<file path="src/rtl/spk_out_fifo.sv">
// -----------------------------------------------------------------------------
// spk_out_fifo
//
// Spike output buffer sitting behind the neuron work controller. Every cycle
// it sees the fire decision for the neuron currently addressed, and queues the
// {z,y,x} identifier of each neuron that fired. Queued identifiers are handed
// to the downstream router over a valid/ready handshake. An early "full" flag
// stalls neuron scanning while FULL_MARGIN entries are still free, so that
// neurons already in flight can still be absorbed.
//
// Optional feature macro: SPK_OUT_DROP_CNT_EN
//   defined   -> spk_drop_cnt counts pushes dropped at cnt == DEPTH
//                (saturating at 16'hFFFF, cleared only by rst)
//   undefined -> spk_drop_cnt tied to 0; drops still happen silently
//
// Ports
//   clk                  clock
//   rst                  synchronous active-high reset
//   soma_fire_vld        fire decision valid this cycle
//   soma_fire            neuron fired (qualified by soma_fire_vld)
//   config_spk_out_neuid identifier aligned with soma_fire_vld
//   flush                discard all queued spikes
//   spk_out_config_full  backpressure to work controller
//   spk_out_vld          head entry valid
//   spk_out_data         head identifier (zero when empty)
//   spk_out_rdy          downstream accepts head
//   spk_drop_cnt         dropped-spike counter
// -----------------------------------------------------------------------------
module spk_out_fifo #(
    parameter int SW          = 24,
    parameter int DEPTH       = 16,
    parameter int AW          = 4,
    parameter int FULL_MARGIN = 4
) (
    input  logic          clk,
    input  logic          rst,
    input  logic          soma_fire_vld,
    input  logic          soma_fire,
    input  logic [SW-1:0] config_spk_out_neuid,
    input  logic          flush,
    output logic          spk_out_config_full,
    output logic          spk_out_vld,
    output logic [SW-1:0] spk_out_data,
    input  logic          spk_out_rdy,
    output logic [15:0]   spk_drop_cnt
);

    localparam int            FULL_TH  = DEPTH - FULL_MARGIN;
    localparam logic [AW:0]   DEPTH_C  = DEPTH[AW:0];
    localparam logic [AW:0]   FULL_C   = FULL_TH[AW:0];
    localparam logic [AW:0]   CNT_ONE  = {{AW{1'b0}}, 1'b1};
    localparam logic [AW-1:0] PTR_ONE  = {{(AW-1){1'b0}}, 1'b1};

    logic [SW-1:0] mem [DEPTH];
    logic [AW-1:0] wp;
    logic [AW-1:0] rp;
    logic [AW:0]   cnt;

    logic push_req;
    logic at_depth;
    logic push;
    logic pop;
    logic drop;

    // Acceptance is judged on the registered count, so a pop in the same
    // cycle never frees room for a push arriving at cnt == DEPTH.
    assign push_req = soma_fire_vld & soma_fire & ~flush;
    assign at_depth = (cnt == DEPTH_C);
    assign push     = push_req & ~at_depth;
    assign drop     = push_req & at_depth;
    assign pop      = spk_out_vld & spk_out_rdy & ~flush;

    // Outputs depend only on registered state: no input-to-output path.
    assign spk_out_vld         = (cnt != '0);
    assign spk_out_data        = spk_out_vld ? mem[rp] : '0;
    assign spk_out_config_full = (cnt >= FULL_C);

    // Control state: pointers and occupancy.
    always_ff @(posedge clk) begin
        if (rst || flush) begin
            wp  <= '0;
            rp  <= '0;
            cnt <= '0;
        end else begin
            if (push) wp <= wp + PTR_ONE;
            if (pop)  rp <= rp + PTR_ONE;
            if (push && !pop)      cnt <= cnt + CNT_ONE;
            else if (pop && !push) cnt <= cnt - CNT_ONE;
        end
    end

    // Storage array is data only and is never reset.
    always_ff @(posedge clk) begin
        if (push) mem[wp] <= config_spk_out_neuid;
    end

`ifdef SPK_OUT_DROP_CNT_EN
    function automatic logic [15:0] sat_inc(input logic [15:0] v);
        return (v == 16'hFFFF) ? v : v + 16'd1;
    endfunction

    always_ff @(posedge clk) begin
        if (rst)       spk_drop_cnt <= '0;
        else if (drop) spk_drop_cnt <= sat_inc(spk_drop_cnt);
    end
`else
    assign spk_drop_cnt = '0;

    logic unused_drop;
    assign unused_drop = drop;
`endif

endmodule

</file>
<file path="config.mk">
export PLATFORM = sky130hd
export DESIGN_NAME = spk_out_fifo
export DESIGN_NICKNAME = d
export VERILOG_FILES = /design/src/rtl/spk_out_fifo.sv
export SDC_FILE = /design/constraint.sdc
export NUM_CORES = 1
export LEC_CHECK = 0
export ABC_AREA = 1
export BUFFER_PORTS_ARGS = -buffer_cell sky130_fd_sc_hd__buf_2
export CAP_MARGIN = 25
export CORE_MARGIN = 3
export CORE_UTILIZATION = 30
export DETAILED_ROUTE_END_ITERATION = 10
export PLACE_DENSITY_LB_ADDON = 0.08
export SETUP_SLACK_MARGIN = 0.2
export SYNTH_ARGS = -nofsm -noshare
export SYNTH_HDL_FRONTEND = slang
export SYNTH_SLANG_ARGS = --single-unit
</file>
<file path="constraint.sdc">
create_clock -name clk -period 3.1 [get_ports clk]
set_clock_uncertainty 0.2 [all_clocks]
set_input_delay 0.62 -clock clk [delete_from_list [all_inputs] [get_ports clk]]
set_output_delay 0.62 -clock clk [all_outputs]
set_load 0.05 [all_outputs]
</file>
; Word level (Yosys, flattened, before mapping)
; Memory sizes are Yosys's and may differ from the RTL's. A register that Yosys moved wholly into a read port is not among the register bits.
; Cells that the tools add are included.
[totals]
reg_bits = 13
ram_bits = 384
in_bits = 30
n_memories = 1
[classes]
addsub = 4
n_lt_le_gt_ge = 1
n_eq_ne = 1
mux = 7
n_bitwise = 7
reduce_logical = 7
[memory_table]
columns = memory, words, width, rd, rd_clocked_by_memory_dff, write_ports, line_no
row1 = mem, 16, 24, 1, 1, 1, 54  ; logic [SW-1:0] mem [DEPTH];
[ops]
columns = operator, count
row1 = $mux 24, 1
row2 = $mux 5, 2
row3 = $add 4x1->4 const B, 2
row4 = $mux 4, 2
row5 = $add 5x1->5 const B, 1
row6 = $and 1x1->1, 5
row7 = $eq 5x5->1 const B, 1
row8 = $ge 5x4->1 const B, 1
row9 = $reduce_bool 5->1, 1
row10 = $sub 5x1->5 const B, 1
row11 = $logic_and 1x1->1, 2
row12 = $logic_not 1->1, 2
row13 = $mux 1, 2
row14 = $not 1->1, 2
row15 = $reduce_bool 2->1, 1
row16 = $logic_or 1x1->1, 1

; Logic depth before layout (Yosys ltp)
[depth]
ltp_word = 7
depth_mapped = 14

; Least setup slack after synthesis
; OpenSTA, ideal clock, no wires.
[synth_timing]
kind = register to output
from = reg cnt[2]
to = out spk_out_data[10]
arrival_ns = 2.074
t_required_ns = 2.280
setup_slack_ns = 0.206
path_stages_with_launch = 6
n_path_buf = 1
cell_sequence = dfxtp_1 -> inv_1 -> nand4_1 -> inv_1 -> clkbuf_1 -> a21oi_1
[synth_via]
elab_chain_len = 2
[synth_rtl]
columns = item, line_no
row1 = from (decl), 57  ; logic [AW:0] cnt;
row2 = from (signal assigned), 87  ; if (push && !pop) cnt <= cnt + CNT_ONE;
row3 = from (signal assigned), 88  ; else if (pop && !push) cnt <= cnt - CNT_ONE;
row4 = $reduce_bool 5->1, 74  ; assign spk_out_vld = (cnt != '0);
row5 = named net spk_out_vld, 42  ; output logic spk_out_vld,
row6 = $mux 24, 75  ; assign spk_out_data = spk_out_vld ? mem[rp] : '0;
row7 = to (decl), 43  ; output logic [SW-1:0] spk_out_data,
; The timed path passes the listed nets, and every way through them passes these cells.

==> results.toml <==
[die]
design.portCount = 72
core.rowCount = 85
core_region_area_um2 = 54000
initial_core_utilization_pct = 30.4
design.die.area_um2 = 57600
die-height_um = 240
chipWidth_um = 240

[outcome]
status = "finished, final reports clean"

[pwr]
share_seq_of_total_power_pct = 50.2
report.power.total_mw = 11.9
leakagePower_nw = 7.48
p_sw_share_pct = 22.4
pwr-share-comb_pct = 6.0
power.ir.vdd_worst_uv = 370
net-switching-power_mw = 2.66
p_per_area_nw_per_um2 = 573
internal_power_mw = 9.21
clkPwrFrac_pct = 43.8

[detailed_routing]
drtIter0Drc = 679
post_drt_via_cell_ratio = 4.75
drc_errors = 0
via_count = 10700
drtAntennaViolNets = 0
routed_wl_per_cell_um = 21.9
drtPass1Iterations = 4
routed_wl_um = 49400

[yosys]
ys_types = 22
post_synth_instance_area_um2 = 16400
syn_avg_cell_area_um2 = 11.6
yosysSeqAreaShare_pct = 72.3
fraction_of_synthesized_cell_area_taken_by_the_top_area_cell_type_pct = 70.2
postSynthCellCount = 1414
synth_area_leader_cell = "sky130_fd_sc_hd__edfxtp_1"
yosys-top-cells-area = "sky130_fd_sc_hd__edfxtp_1, sky130_fd_sc_hd__nand2_1, sky130_fd_sc_hd__nand3_1"
ys_ff_latch = 401
ys_warn_count = 0

[worst_hold_path]
hold_path.class = "input pin to register"

[worst_setup_path]
start_kind = "register"
crit_path_cell_trace = "buf_8 > inv_12 > buf_6 > buf_12 > buf_12 > nand2_4 > nand3_2 > nand3_2 > nand2_2 > nand2_2 > a21oi_4 > buf_6"
crit_type = "register to primary output"
number_of_buffer_and_inverter_stages_on_the_critical_path = 6
r2r_slack_ns = 0.48
worst_path_largest_cell_delay_ns = 0.36
cp.required_ns = 2.28
worstPathMaxFanout = 6
crit_arrival_ns = 2.26
critPathTopFamily = "buffers and inverters"
crit_slowest_cell = "sky130_fd_sc_hd__dfxtp_4"
endpoint_kind = "primary output"

[sta]
worst_slack_ns = 0.0222
final.setup.tns_ns = 0
rsz0062_at_grt = "true"
maxClockFrequency_ghz = 0.325
finalCritPeriodShare_pct = 99.3
setup_viol = 0
final-max-slew-violation-count = 0
min_period_ns = 3.08
finalHoldViolations = 0

[clock_network]
total_cts_buffers = 48
max-clock-path-buffers = 3
clk-insertion-delay-late_ns = 0.57
cts_tree = "done"
clk_pin_slew_worst_paths_ns = 0.06
cts_h_tree_lvls = 2
clock_sink_count = 401
clock_tree.root_cell = "sky130_fd_sc_hd__clkbuf_16"

[grt]
antenna_violations_before_repair = 0
grt-ovfl-total = 0
grt_usage_pct = 17.3
number_of_global_route_vias_before_repair = 10800
grt_max_degree = 74
grt_first_pass_wirelength_um = 73000

[final_layout]
areaGrowthSynthToFinish_pct = 26.1
final_core_utilization_pct = 38.3
num-nets-final = 1572
fin_cells = 2259
antenna_cells = 0
fraction_of_layout_cells_with_a_size_suffix_above_1_pct = 20.5

[placed_design]
dp.cells = 2140
globalplace.congestion = 0.715
buffer_ports.inserted = 55
dpl.hpwl_um = 25900
pre_cts_ws_ns = 0.375

[run]
max_cap_violations = 0
[cells in the mapped netlist]
| cell type | n |
|---|---|
| sky130_fd_sc_hd__buf_1 | 4 |
| sky130_fd_sc_hd__ha_1 | 10 |
| sky130_fd_sc_hd__nand3_1 | 292 |
| sky130_fd_sc_hd__buf_6 | 1 |
| sky130_fd_sc_hd__fa_1 | 1 |
| sky130_fd_sc_hd__buf_4 | 34 |
| sky130_fd_sc_hd__dfxtp_1 | 17 |
| sky130_fd_sc_hd__clkinv_1 | 1 |
| sky130_fd_sc_hd__xnor2_1 | 2 |
| sky130_fd_sc_hd__o21ai_0 | 8 |
| sky130_fd_sc_hd__edfxtp_1 | 384 |
| sky130_fd_sc_hd__nand4_1 | 2 |
| sky130_fd_sc_hd__conb_1 | 1 |
| sky130_fd_sc_hd__nand3b_1 | 1 |
| sky130_fd_sc_hd__xor2_1 | 3 |
| sky130_fd_sc_hd__nor2_1 | 22 |
| sky130_fd_sc_hd__inv_2 | 2 |
| sky130_fd_sc_hd__clkbuf_1 | 17 |
| sky130_fd_sc_hd__inv_1 | 22 |
| sky130_fd_sc_hd__buf_2 | 40 |
| sky130_fd_sc_hd__a21oi_1 | 39 |
| sky130_fd_sc_hd__nand2_1 | 511 |
[metrics by stage]
step                instance area, um^2  hold WS [ns]
finish                            20700         0.167
global route                      20700         0.169
CTS                               20400         0.131
detailed placement                17900         0.282
global placement                  17900         0.291
floorplan                         16500         0.256
[layer usage]
metal	vias up	GRT usage, %	wire [um]
li1	5148	-	-
met1	5351	24.4	23300
met2	182	28.2	23700
met3	52	2.67	1610
met4	0	3.66	777
met5	-	0	0
[path summary, 6_finish.rpt]
check                                         start             endpoint  cells past startpoint
worst max register to register  cnt[0]$_SDFFE_PP0P_  cnt[3]$_SDFFE_PP0P_                     12
worst min-delay path                            rst  cnt[1]$_SDFFE_PP0P_                      4
worst max-delay path                       register      spk_out_data[7]                     12
worst min register to register  cnt[0]$_SDFFE_PP0P_  cnt[0]$_SDFFE_PP0P_                      1
[worst reg2reg max path: stages, from the launching register on]
cell and delay [ns]:
sky130_fd_sc_hd__dfxtp_1 0.34, sky130_fd_sc_hd__nor2_1 0.16, sky130_fd_sc_hd__nand4_1 0.24, sky130_fd_sc_hd__nand3b_1 0.32
sky130_fd_sc_hd__ha_1 0.29, sky130_fd_sc_hd__inv_1 0.11, sky130_fd_sc_hd__ha_1 0.32, sky130_fd_sc_hd__a21oi_1 0.16
sky130_fd_sc_hd__nand2_1 0.08, sky130_fd_sc_hd__nand2_1 0.06, sky130_fd_sc_hd__nand2_1 0.04, sky130_fd_sc_hd__o21ai_0 0.14
sky130_fd_sc_hd__inv_1 0.05
[cells in the final DEF, fill, tap and decap left out, types with 3 or more instances in the layout]
cell type / instances
sky130_fd_sc_hd__conb_1: 16
sky130_fd_sc_hd__edfxtp_1: 384
sky130_fd_sc_hd__nand3_1: 259
sky130_fd_sc_hd__xor2_1: 3
sky130_fd_sc_hd__a21oi_4: 5
sky130_fd_sc_hd__o21ai_0: 8
sky130_fd_sc_hd__nor2_4: 16
sky130_fd_sc_hd__ha_1: 10
sky130_fd_sc_hd__buf_4: 34
sky130_fd_sc_hd__nand3_2: 33
sky130_fd_sc_hd__dfxtp_2: 4
sky130_fd_sc_hd__dfxtp_1: 11
sky130_fd_sc_hd__buf_2: 31
sky130_fd_sc_hd__nand2_2: 29
sky130_fd_sc_hd__clkbuf_16: 53
sky130_fd_sc_hd__nor2_1: 6
sky130_fd_sc_hd__nand2_1: 479
sky130_fd_sc_hd__inv_1: 20
sky130_fd_sc_hd__nand2_4: 3
sky130_fd_sc_hd__clkinv_2: 5
sky130_fd_sc_hd__buf_12: 26
sky130_fd_sc_hd__clkinv_1: 14
sky130_fd_sc_hd__clkbuf_1: 11
sky130_fd_sc_hd__a21oi_1: 15
sky130_fd_sc_hd__buf_6: 32
sky130_fd_sc_hd__buf_16: 19
sky130_fd_sc_hd__a21oi_2: 19
[area by class of cell]
class / count / area (um^2)
repair buffers: 148 / 1940
flip-flops and latches: 401 / 11900
multi-input cells: 907 / 4470
clock buffers: 60 / 1270
clock inverters: 22 / 154
inverters: 25 / 111
well taps: 696 / 871
fillers: 5211 / 33300
[flip-flops by register name (all words and copies together), names as in the netlist, named ones only]
signal / flops
wp: 4
mem: 384
cnt: 5
rp: 4
[kinds of logic (layout without fill, tap and decap cells)]
group	Yosys count	in the layout	share of synthesized area, %
AO/OA/AOI/OAI	47	47	1.43
XOR/XNOR	5	5	0.267
adder cells (fa/ha/maj)	11	11	0.884
buffers and inverters	121	255	3.89
flip-flops	401	401	72.3
other	1	16	0.0228
AND/OR/NAND/NOR	828	828	21.2
[power groups by stage]
stage / combinational, mW / sequential, mW / clock, mW
5_1_grt: 0.769 / 5.95 / 5.57
2_1_floorplan: 0.343 / 6.07 / 0
3_3_place_gp: 0.553 / 6.07 / 0
4_1_cts: 0.704 / 5.95 / 5.36
3_5_place_dp: 0.554 / 6.07 / 0
6_report: 0.714 / 5.96 / 5.20
[repair_timing]
action,CTS,global route
gates resized for setup,143,45
setup endpoints to repair,24,24
pin swaps,31,28
hold buffers,0,0
cloned,15,4
setup buffers,17,1
Power figures use the tool's default switching activity.
